File: src/rtl/code_conv_arbiter_pkg.sv
// Shared definitions for the code-conversion arbiter: mode and FSM encodings, code width, converters.
// Latency: none (types and pure functions only).
// Backpressure: not applicable.
package code_conv_arbiter_pkg;

  localparam int CODE_W = 7;

  typedef enum logic [1:0] {
    MODE_BCD  = 2'd0,
    MODE_GRAY = 2'd1,
    MODE_HAM  = 2'd2,
    MODE_RSV  = 2'd3
  } mode_e;

  typedef enum logic [1:0] {
    ST_IDLE = 2'd0,
    ST_CONV = 2'd1,
    ST_HOLD = 2'd2
  } state_e;

  // Single BCD digit; values above 9 have no one-digit encoding and are flagged.
  function automatic logic [CODE_W:0] binary_2_bcd(input logic [3:0] d);
    logic bad;
    bad = (d > 4'd9);
    return bad ? {1'b1, {CODE_W{1'b0}}} : {1'b0, 3'b000, d};
  endfunction

  function automatic logic [CODE_W-1:0] binary_2_gray(input logic [3:0] d);
    return {3'b000, d ^ (d >> 1)};
  endfunction

  // Even-parity Hamming(7,4); bit 0 of the result is codeword position 1.
  function automatic logic [CODE_W-1:0] bin_2_hamming_pair(input logic [3:0] d);
    logic p1, p2, p4;
    p1 = d[0] ^ d[1] ^ d[3];
    p2 = d[0] ^ d[2] ^ d[3];
    p4 = d[1] ^ d[2] ^ d[3];
    return {d[3], d[2], d[1], p4, d[0], p2, p1};
  endfunction

endpackage

File: src/rtl/code_conv_unit.sv
// Combinational converter: selects BCD, Gray or Hamming(7,4) of a 4-bit operand by mode.
// Latency: 0 cycles (pure combinational).
// Backpressure: none; the caller registers the result.
module code_conv_unit
  import code_conv_arbiter_pkg::*;
(
  input  logic [3:0]        bn,
  input  logic [1:0]        mode,
  output logic [CODE_W-1:0] code,
  output logic              err
);

  logic [CODE_W:0]   bcd_res;
  logic [CODE_W-1:0] gray_res;
  logic [CODE_W-1:0] ham_res;

  assign bcd_res  = binary_2_bcd(bn);
  assign gray_res = binary_2_gray(bn);
  assign ham_res  = bin_2_hamming_pair(bn);

  // Mode mux; the reserved mode reports an error with an all-zero code.
  always_comb begin
    code = '0;
    err  = 1'b0;
    case (mode)
      MODE_BCD: begin
        code = bcd_res[CODE_W-1:0];
        err  = bcd_res[CODE_W];
      end
      MODE_GRAY: code = gray_res;
      MODE_HAM:  code = ham_res;
      default: begin
        code = '0;
        err  = 1'b1;
      end
    endcase
  end

endmodule

File: src/rtl/code_conv_arbiter.sv
// Round-robin shares one code converter among NREQ requesters; result registered under valid/ready.
// Latency: grant the edge after req is sampled in IDLE, out_valid one edge later; 3 cycles minimum per result.
// Backpressure: result held stable while out_ready is low; no new grant until the held result is accepted.
module code_conv_arbiter
  import code_conv_arbiter_pkg::*;
#(
  parameter int NREQ = 2,
  parameter int IDW  = 1
) (
  input  logic                clk,
  input  logic                reset,
  input  logic [NREQ-1:0]     req,
  input  logic [4*NREQ-1:0]   bn_in,
  input  logic [2*NREQ-1:0]   mode_in,
  output logic [NREQ-1:0]     grant,
  output logic                out_valid,
  input  logic                out_ready,
  output logic [IDW-1:0]      out_id,
  output logic [1:0]          out_mode,
  output logic [CODE_W-1:0]   out_code,
  output logic                err
);

  state_e state, state_nxt;

  logic [IDW-1:0]    rr_ptr;
  logic [IDW-1:0]    lat_id;
  logic [3:0]        lat_bn;
  logic [1:0]        lat_mode;

  logic              pick_found;
  logic [IDW-1:0]    pick_id;
  logic [NREQ-1:0]   pick_onehot;
  int                cand;
  logic [NREQ-1:0]   cand_mask;

  logic [4*NREQ-1:0] bn_sh;
  logic [2*NREQ-1:0] mode_sh;

  logic [CODE_W-1:0] conv_code;
  logic              conv_err;

  // Round-robin search: first set request at or above rr_ptr, wrapping to 0.
  always_comb begin
    pick_found = 1'b0;
    pick_id    = '0;
    cand       = 0;
    cand_mask  = '0;
    for (int k = 0; k < NREQ; k++) begin
      cand = int'(rr_ptr) + k;
      if (cand >= NREQ) cand = cand - NREQ;
      cand_mask = NREQ'(1) << cand;
      if (!pick_found && (|(req & cand_mask))) begin
        pick_found = 1'b1;
        pick_id    = IDW'(cand);
      end
    end
  end

  assign pick_onehot = NREQ'(1) << pick_id;
  assign bn_sh       = bn_in >> (4 * pick_id);
  assign mode_sh     = mode_in >> (2 * pick_id);

  code_conv_unit u_conv (
    .bn   (lat_bn),
    .mode (lat_mode),
    .code (conv_code),
    .err  (conv_err)
  );

  // State register.
  always_ff @(posedge clk or posedge reset) begin
    if (reset) state <= ST_IDLE;
    else       state <= state_nxt;
  end

  // Next-state: one request per pass, and a held result must drain before re-arbitrating.
  always_comb begin
    state_nxt = state;
    case (state)
      ST_IDLE: if (pick_found) state_nxt = ST_CONV;
      ST_CONV: state_nxt = ST_HOLD;
      ST_HOLD: if (out_ready) state_nxt = ST_IDLE;
      default: state_nxt = ST_IDLE;
    endcase
  end

  // Operand capture, grant pulse, result registers and round-robin pointer.
  always_ff @(posedge clk or posedge reset) begin
    if (reset) begin
      grant     <= '0;
      out_valid <= 1'b0;
      out_id    <= '0;
      out_mode  <= '0;
      out_code  <= '0;
      err       <= 1'b0;
      rr_ptr    <= '0;
      lat_id    <= '0;
      lat_bn    <= '0;
      lat_mode  <= '0;
    end else begin
      grant <= '0;
      case (state)
        ST_IDLE: begin
          if (pick_found) begin
            grant    <= pick_onehot;
            lat_id   <= pick_id;
            lat_bn   <= bn_sh[3:0];
            lat_mode <= mode_sh[1:0];
          end
        end
        ST_CONV: begin
          out_valid <= 1'b1;
          out_id    <= lat_id;
          out_mode  <= lat_mode;
          out_code  <= conv_code;
          err       <= conv_err;
        end
        ST_HOLD: begin
          if (out_ready) begin
            out_valid <= 1'b0;
            rr_ptr    <= (lat_id == IDW'(NREQ - 1)) ? '0 : lat_id + 1'b1;
          end
        end
        default: ;
      endcase
    end
  end

endmodule
File: config.mk
export PLATFORM = sky130hd
export DESIGN_NAME = code_conv_arbiter
export DESIGN_NICKNAME = d
export VERILOG_FILES = /design/src/rtl/code_conv_arbiter_pkg.sv /design/src/rtl/code_conv_unit.sv /design/src/rtl/code_conv_arbiter.sv
export SDC_FILE = /design/constraint.sdc
export NUM_CORES = 1
export LEC_CHECK = 0
export BUFFER_PORTS_ARGS = -buffer_cell sky130_fd_sc_hd__buf_2
export CELL_PAD_IN_SITES_DETAIL_PLACEMENT = 1
export CELL_PAD_IN_SITES_GLOBAL_PLACEMENT = 2
export CORE_UTILIZATION = 36
export CTS_BUF_LIST = sky130_fd_sc_hd__clkbuf_2
export CTS_CLUSTER_SIZE = 24
export DETAILED_ROUTE_END_ITERATION = 10
export PLACE_DENSITY_LB_ADDON = 0.1
export SLEW_MARGIN = 20
export SYNTH_ARGS = -nofsm -noshare
export SYNTH_HDL_FRONTEND = slang
export SYNTH_SLANG_ARGS = --single-unit
File: constraint.sdc
create_clock -name clk -period 2.83 [get_ports clk]
set_input_delay 0.566 -clock clk [delete_from_list [all_inputs] [get_ports clk]]
set_output_delay 0.566 -clock clk [all_outputs]
set_load 0.02 [all_outputs]
======== Yosys cells after proc, flatten, opt, wreduce, memory -nomap -nowiden ========
Cells that the tools add are included.
storage, ports and cells
  RAM bits ................................ 0
  bits in registers ....................... 24
  memories ................................ 0
  latch bits .............................. 0
  ROM bits ................................ 0
  logic and storage cells ................. 67
  output and inout port bits .............. 14
operators by class
  mux-type cells .......................... 17
  bitwise operators ....................... 9
  add/sub/neg operators ................... 4
  order comparisons ....................... 3
  reductions and logical operators ........ 12
  $mul .................................... 0
  equality and inequality tests ........... 6
  shifts and indexed selects .............. 5
  div/mod/pow operators ................... 0
operators with widths
  kind                  number
  $mux 32               2
  $shl 1x32->2 const A  2
  $pmux 7 s3            1
  $mux 2                4
  $mux 8                1
  $reduce_and 2->1      4
  $shr 8x3->4           1
  $mux 1                6
  $pmux 2 s3            1
  $reduce_or 2->1       3
  $xor 1x1->1           6
  $and 2x2->2           2
  $eq 2x1->1 const B    2
  $eq 2x2->1 const B    2
  $gt 4x4->1 const B    1
  $logic_not 2->1       2
  $ne 2x2->1 const B    2
  $pmux 1 s2            2
  $shr 4x2->2           1
  $xor 4x3->4           1
  $sub 1x2->3 const B   1
  $sub 2x2->3 const B   1
  $add 1x1->2 const B   1
  $ge 1x2->1 const B    1
  other kinds (6)       6

======== Logic depth before layout (Yosys ltp) ========
Gate-level depths: netlist of run 1.
  depth in word-level cells ............... 12
  mapped depth ............................ 7
  mapped depth without buffers ............ 6

======== By module ========
A second synthesis of run 1 with hierarchy kept.
unflattened totals
  cells, all modules ...................... 123
  area total of the unflattened synthesis .. 1320.0 um^2
by module, submodules not included
  module             instances  seq. area each (um^2)  cells an instance  area each (um^2)
  code_conv_arbiter  1          600.6                  81                 1004.7
  code_conv_unit     1          0.0                    42                 315.3

======== Worst setup path after synthesis of run 1 ========
No wires, ideal clock.
  path type ............................... register -> register
  start ................................... reg lat_bn[2]
  end ..................................... reg out_code[0]
  cell stages (with the launch flop) ...... 8
  buffers on the path ..................... 1
  data arrival time ....................... 1.434 ns
  setup time .............................. 0.095 ns
  required time ........................... 2.735 ns
  clock period less this slack ............ 1.530 ns
  path slack .............................. 1.300 ns
  cell sequence ........................... dfrtp_1 clkbuf_2 inv_1 ha_1 nor2b_1 o21ai_1 a222oi_1 o31ai_1
on the way
  cells in the longest elaborated chain, start to end .. 3
RTL lines
  item                      RTL line                     RTL
  start: declaration        code_conv_arbiter.sv:28      logic [3:0] lat_bn;
  start signal: assignment  code_conv_arbiter.sv:108     lat_bn <= bn_sh[3:0];
  $gt 4x4->1                code_conv_arbiter_pkg.sv:24  bad = (d > 4'd9);
  $mux 8                    code_conv_arbiter_pkg.sv:25  return bad ? {1'b1, {CODE_W{1'b0}}} : {1'b0, 3'b000, d};
  $pmux 7 s3                code_conv_unit.sv:25         case (mode)
  end signal: assignment    code_conv_arbiter.sv:116     out_code <= conv_code;
  end: declaration          code_conv_arbiter.sv:20      output logic [CODE_W-1:0] out_code,
Every way passes these cells.
A chain may end at the register's enable or synchronous reset.

======== Final worst setup path of run 1 ========
Same ends and word-level chain as after synthesis.

==> impl_metrics.py, run 1 <==
metrics = {
    "run_status": {
        "status": "completed",
    },
    "clock_tree": {
        "htreeDepth": 1,
        "clock_sinks": 24,
        "numCtsBuffers": 3,
        "cts_resized": 0,
        "ctsHoldBuffers": 0,
        "clk_latency_ns": 0.35,
        "cts_buffer_depth": 2,
        "clk_pin_slew_ns": 0.24,
        "clockRootBuffer": "clkbuf_2",
        "cts_tree": "yes",
        "post_cts.repair.setup_buffers": 0,
    },
    "finish": {
        "stdcell_area_mm2": 0.001400,
        "n_antenna_cell": 0,
        "fill_cells": 387,
        "multiInputGateArea_um2": 493.0,
        "area_growth_pct": 19.68,
        "drive_above_1_share_pct": 26.24,
        "nets": 167,
        "regArea_um2": 600.6,
    },
    "pwr": {
        "vdd_drop_max_v": 0.0003471,
        "powerDensity_mw_per_mm2": 1198,
        "p_leak_uw": 0.0007474,
    },
    "floorplanning": {
        "rows": 20,
        "coreArea_mm2": 0.003078,
        "start_util_pct": 38.01,
        "io_pins": 31,
        "die_x_um": 59.01,
        "die_area_mm2": 0.003482,
        "die_h_um": 59.01,
    },
    "timing": {
        "fin_worst_skew_ns": 0.004318,
        "timing_hold_violations_final": 0,
        "post-route-min-period_ns": 1.778,
        "max_slew_margin_pct": 40.10,
        "setup_viol": 0,
        "setup_tns_ns": 0,
        "worst_pin_slew_ns": 0.8975,
        "finalCritPeriodShare_pct": 62.83,
        "clock.fmax_ghz": 0.5624,
        "slew_violations": 0,
        "rsz0062_at_grt": "no",
        "hold_ws_ns": 0.3591,
    },
    "drt": {
        "drtIter0Drc": 43,
        "first_pass_iters": 4,
        "drc_errors": 0,
        "dr_total_vias": 895,
        "viasPerCell": 4.838,
        "ant_nets": 0,
        "wire_per_inst_um": 13.61,
        "drt-total-wl_um": 2517,
    },
    "synthesis": {
        "synth_commonest_cells": "dfrtp_1 (24), inv_1 (15), nand2_1 (15)",
        "synth.distinct_cells": 26,
        "synth-edff-count": 0,
        "synthesis.nets": 137,
        "synth_most_common_cell": "dfrtp_1",
        "postSynthAreaPerCell_um2": 10.45,
        "synth_top_area_share_pct": 51.34,
        "synth.area.top_cells": "dfrtp_1 (51%), ha_1 (8.6%), a222oi_1 (6.8%)",
        "synthArstFlopShare_pct": 100.0,
        "syn_inst": 112,
        "synth_ff_type": "dfrtp_1",
        "synth_seq_area_share_pct": 51.34,
        "synth_area_mm2": 0.001170,
        "yosys_warnings": 0,
        "yosysTopAreaCell": "dfrtp_1",
        "ys_ff_latch": 24,
    },
    "hold_path": {
        "min_path_type": "primary input to async pin",
    },
    "setup_path": {
        "reg2reg_to": "out_code[0]$_DFFE_PP0P_",
        "worst_ep_required_time_ns": 3.11,
        "cp-end-kind": "register",
        "rrSetupSlack_ns": 1.05,
        "worstPathArrival_ns": 2.05,
        "path_class": "register to register",
        "r2r_start": "lat_bn[2]$_DFFE_PP0P_",
        "crit_fanout": 7,
        "rr_worst_depth": 6,
        "start_kind": "register",
    },
    "placed_design": {
        "routabilityCongestion": 0.7757,
        "detailed_place_hpwl_um": 1947,
        "io_buffer_count": 30,
        "post_dp_cell_area_mm2": 0.001355,
    },
    "global_route": {
        "grt_usage_pct": 17.36,
        "grt_pass1_vias": 968,
        "grt_overflow_total": 0,
        "grt_pass1_wl_um": 4443,
        "antenna_found_initial": 0,
        "grt_max_degree": 25,
    },
    "run": {
        "drv_cap": 0,
    },
}
area by class of cell:
type | count | area share, %
Sequential cell | 24 | 42.90
Multi-Input combinational cell | 68 | 35.21
Timing Repair Buffer | 30 | 10.72
Inverter | 15 | 4.021
Tap cell | 44 | 3.932
Clock inverter | 1 | 2.145
Clock buffer | 3 | 1.072
worst max-delay path, stage by stage, from the launching register on:
cell      delay [ns]
dfrtp_1         0.57
inv_1           0.08
ha_1            0.21
nor2b_1         0.13
o21ai_1         0.31
a222oi_1        0.19
o31ai_1         0.22
worst max-delay path by stage:
stage / startpoint / end / slack (ns) / cells past startpoint
2_1_floorplan: lat_bn[2]$_DFFE_PP0P_ / out_code[0]$_DFFE_PP0P_ / 1.30 / 7
3_3_place_gp: lat_bn[2]$_DFFE_PP0P_ / out_code[0]$_DFFE_PP0P_ / 1.19 / 6
3_5_place_dp: lat_bn[2]$_DFFE_PP0P_ / out_code[0]$_DFFE_PP0P_ / 1.07 / 6
4_1_cts: lat_bn[2]$_DFFE_PP0P_ / out_code[0]$_DFFE_PP0P_ / 1.03 / 6
5_1_grt: lat_bn[2]$_DFFE_PP0P_ / out_code[0]$_DFFE_PP0P_ / 0.86 / 6
6_report: lat_bn[2]$_DFFE_PP0P_ / out_code[0]$_DFFE_PP0P_ / 1.05 / 6
through the flow:
stage               setup WS (ns)  instances  util [%]  total power [uW]
floorplan                   1.300        112         -              1223
global placement            1.192        181     44.02              1435
detailed placement          1.074        181     44.02              1464
CTS                         1.030        185     45.49              1702
global route               0.8579        185     45.49              1833
finish                      1.052        185     45.49              1677
cell families (layout without fill, tap and decap cells):
logic type               after synthesis  after routing  synth area share, %
AO/OA/AOI/OAI                         27             27                17.43
XOR/XNOR                               5              5                4.386
adder cells (fa/ha/maj)                8              8                8.556
buffers and inverters                 20             49                6.523
flip-flops                            24             24                51.34
multiplexers                           1              1               0.9625
AND/OR/NAND/NOR                       27             27                10.80
metal layers:
metal  up-vias  wire (um)  global-route usage (%)
met1       418       1222                   22.75
met2        35       1140                   28.73
met3         2        141                   2.620
met4         0         13                   7.143
met5         -          0                       0
li1        440          -                       -
report_power, final:
group	switching, uW	internal [uW]
clock	110	122
sequential	136	492
combinational	491	326
total	738	940
state kept, by name, summed over array words and instances, names as in the netlist:
name / count
err: 1
grant: 2
lat_bn: 4
lat_id: 1
lat_mode: 2
out_code: 7
out_id: 1
out_mode: 2
out_valid: 1
rr_ptr: 1
state: 2
cell usage in the layout (no fill, tap or decap), types with 2 or more instances in the layout:
cell | synthesis | layout
inv_1 | 15 | 15
dfrtp_1 | 24 | 24
ha_1 | 8 | 8
buf_2 | 0 | 30
a222oi_1 | 8 | 8
nand2b_1 | 4 | 4
nor2b_1 | 2 | 2
nor2_1 | 2 | 2
o21ai_1 | 2 | 2
xnor2_1 | 2 | 2
o21ai_0 | 7 | 7
o31ai_1 | 3 | 3
a21oi_1 | 2 | 2
and3_1 | 2 | 2
nand2_1 | 15 | 15
xor2_1 | 2 | 2
clkbuf_2 | 1 | 3
Note: power is estimated with default switching activity, not from simulation.
==> run 2: changes to the inputs <==
CORE_UTILIZATION = 30   (was 36)
clock period = 1.5 ns   (was 2.83 ns; I/O delays follow)
==> impl_metrics.py, run 2 (synthesis results as in run 1) <==
metrics = {
    "finish": {
        "regMostFlops": "out_code",
        "drive_above_1_share_pct": 41.03,
        "top_regs": "out_code x7, lat_bn x4",
        "layout_common_cells": "buf_2 (30), dfrtp_1 (22), nand2_1 (15)",
        "n_antenna_cell": 0,
        "final_util_pct": 42.40,
        "area_growth_pct": 33.69,
        "layout_commonest_cell": "buf_2",
        "largest_register_ffs": 7,
        "layout.cells.non_filler": 204,
        "regArea_um2": 603.1,
        "nets": 182,
        "multiInputGateArea_um2": 560.5,
        "fill_cells": 451,
    },
    "drt": {
        "first_pass_iters": 4,
        "ant_nets": 0,
        "viasPerCell": 4.799,
        "dr_total_vias": 979,
        "drt-total-wl_um": 2884,
        "drtIter0Drc": 57,
        "wire_per_inst_um": 14.14,
        "drc_errors": 0,
    },
    "floorplanning": {
        "start_util_pct": 31.72,
        "die_x_um": 64.45,
        "coreArea_mm2": 0.003689,
        "die_area_mm2": 0.004153,
        "rows": 22,
        "io_pins": 31,
        "die_h_um": 64.45,
    },
    "pwr": {
        "powerDensity_mw_per_mm2": 2219,
        "p_leak_uw": 0.0008094,
        "vdd_drop_max_v": 0.0006642,
        "total_power_uw": 3471,
    },
    "timing": {
        "finalCritPeriodShare_pct": 100.1,
        "timing_hold_violations_final": 0,
        "fin_worst_skew_ns": 0.006837,
        "rsz0062_at_grt": "yes",
        "max_slew_margin_pct": 74.88,
        "worst_pin_slew_ns": 0.3769,
        "slew_violations": 0,
        "clock.fmax_ghz": 0.6662,
        "post-route-min-period_ns": 1.501,
        "layout_setup_ws_ns": -0.001038,
        "setup_viol": 1,
    },
    "placed_design": {
        "io_buffer_count": 30,
        "dp.cells": 193,
        "detailed_place_hpwl_um": 2139,
        "routabilityCongestion": 0.8780,
    },
    "setup_path": {
        "crit_family": "compound AO/OA/AOI/OAI gates",
        "cp-end-kind": "register",
        "path_class": "register to register",
        "worst-path-buf-inv": 0,
        "crit_fanout": 5,
        "cp_cell_sequence": "ha_4, nand2b_4, o21ai_2, a222oi_1, o31ai_1",
        "worst_ep_required_time_ns": 1.77,
        "rrSetupSlack_ns": -0.001,
        "cp_slowest_stage_delay_ns": 0.53,
        "start_kind": "register",
        "slowest_stage": "dfrtp_2",
        "worstPathArrival_ns": 1.77,
    },
    "clock_tree": {
        "clk_pin_slew_ns": 0.22,
        "htreeDepth": 1,
        "numCtsBuffers": 3,
        "clockRootBuffer": "clkbuf_2",
        "cts_tree": "yes",
        "cts_buffer_depth": 2,
        "clk_latency_ns": 0.34,
        "clock_sinks": 24,
    },
    "global_route": {
        "grt_pass1_wl_um": 4636,
        "grt_overflow_total": 0,
        "grt_max_degree": 25,
        "grt_usage_pct": 14.73,
        "grt_pass1_vias": 955,
        "antenna_found_initial": 0,
    },
    "hold_path": {
        "min_path_type": "primary input to register",
    },
    "run_status": {
        "status": "finished, violations left",
        "failed_checks": "negative setup slack",
    },
    "run": {
        "drv_cap": 0,
    },
}
==> run 2: cell types whose count changed in the layout (fill, tap and decap cells not counted), sizes merged <==
| cell | delta |
|---|---|
| clkinv | +1 |
| bufinv | -1 |
| dlygate4sd3 | +1 |
| buf | +14 |
==> run 2: layout make-up <==
class	count	area share, %
clock buffer	3	0.9600
timing repair buffer	45	16.96
tap	48	3.840
sequential	24	38.56
inverter	15	3.600
multi-input combinational	68	35.84
clock inverter	1	0.2400
==> run 2: path summary, 6_finish.rpt <==
kind	start	end	cells after the start
max	lat_bn[3]$_DFFE_PP0P_	out_code[0]$_DFFE_PP0P_	5
min	out_ready	state[1]$_DFFE_PP0P_	2
max reg2reg	lat_bn[3]$_DFFE_PP0P_	out_code[0]$_DFFE_PP0P_	5
min reg2reg	out_code[6]$_DFFE_PP0P_	out_code[6]$_DFFE_PP0P_	2
max in group asynchronous	reset	lat_bn[3]$_DFFE_PP0P_	4
min in group asynchronous	reset	out_code[4]$_DFFE_PP0P_	4
==> run 2: power by group <==
| group | leakage, uW | switching [uW] | internal [uW] |
|---|---|---|---|
| Clock | 0.0000140 | 193 | 58.0 |
| Sequential | 0.000301 | 210 | 934 |
| Combinational | 0.000494 | 1140 | 940 |
| Total | 0.000809 | 1540 | 1930 |
==> run 2: worst reg2reg max path, stage by stage, from the launching register on <==
cell,delay (ns)
dfrtp_2,0.53
ha_4,0.19
nand2b_4,0.13
o21ai_2,0.20
a222oi_1,0.14
o31ai_1,0.26
==> run 2: metal layers <==
layer  part of all wire (%)  track usage, %  routed length, um  vias up
met4                    1.1           5.000                 31        0
met3                    4.9           2.113                141        4
met1                     48           19.89               1383      465
met5                      0               0                  0        -
met2                     46           24.08               1328       35
li1                       -               -                  -      475
==> run 2: per-stage QoR <==
stage	setup TNS [ns]	setup WS [ns]	hold slack (ns)	cell area, um^2
6_report	-0.001038	-0.001038	0.1268	1564
5_1_grt	-0.1320	-0.08516	0.1031	1564
3_3_place_gp	0	0.06157	0.3594	1426
2_1_floorplan	0	0.01884	0.3146	1176
4_1_cts	0	0.003995	0.1278	1479
3_5_place_dp	-0.02725	-0.02725	0.3677	1426
==> run 2: what timing repair did <==
item / in CTS / in global routing
hold buffers: 1 / 0
gates resized for setup: 1 / 14
hold endpoints to repair: 24 / 0
pin swaps: 1 / 6
setup endpoints to repair: 2 / 10
buffers inserted: 3 / 3
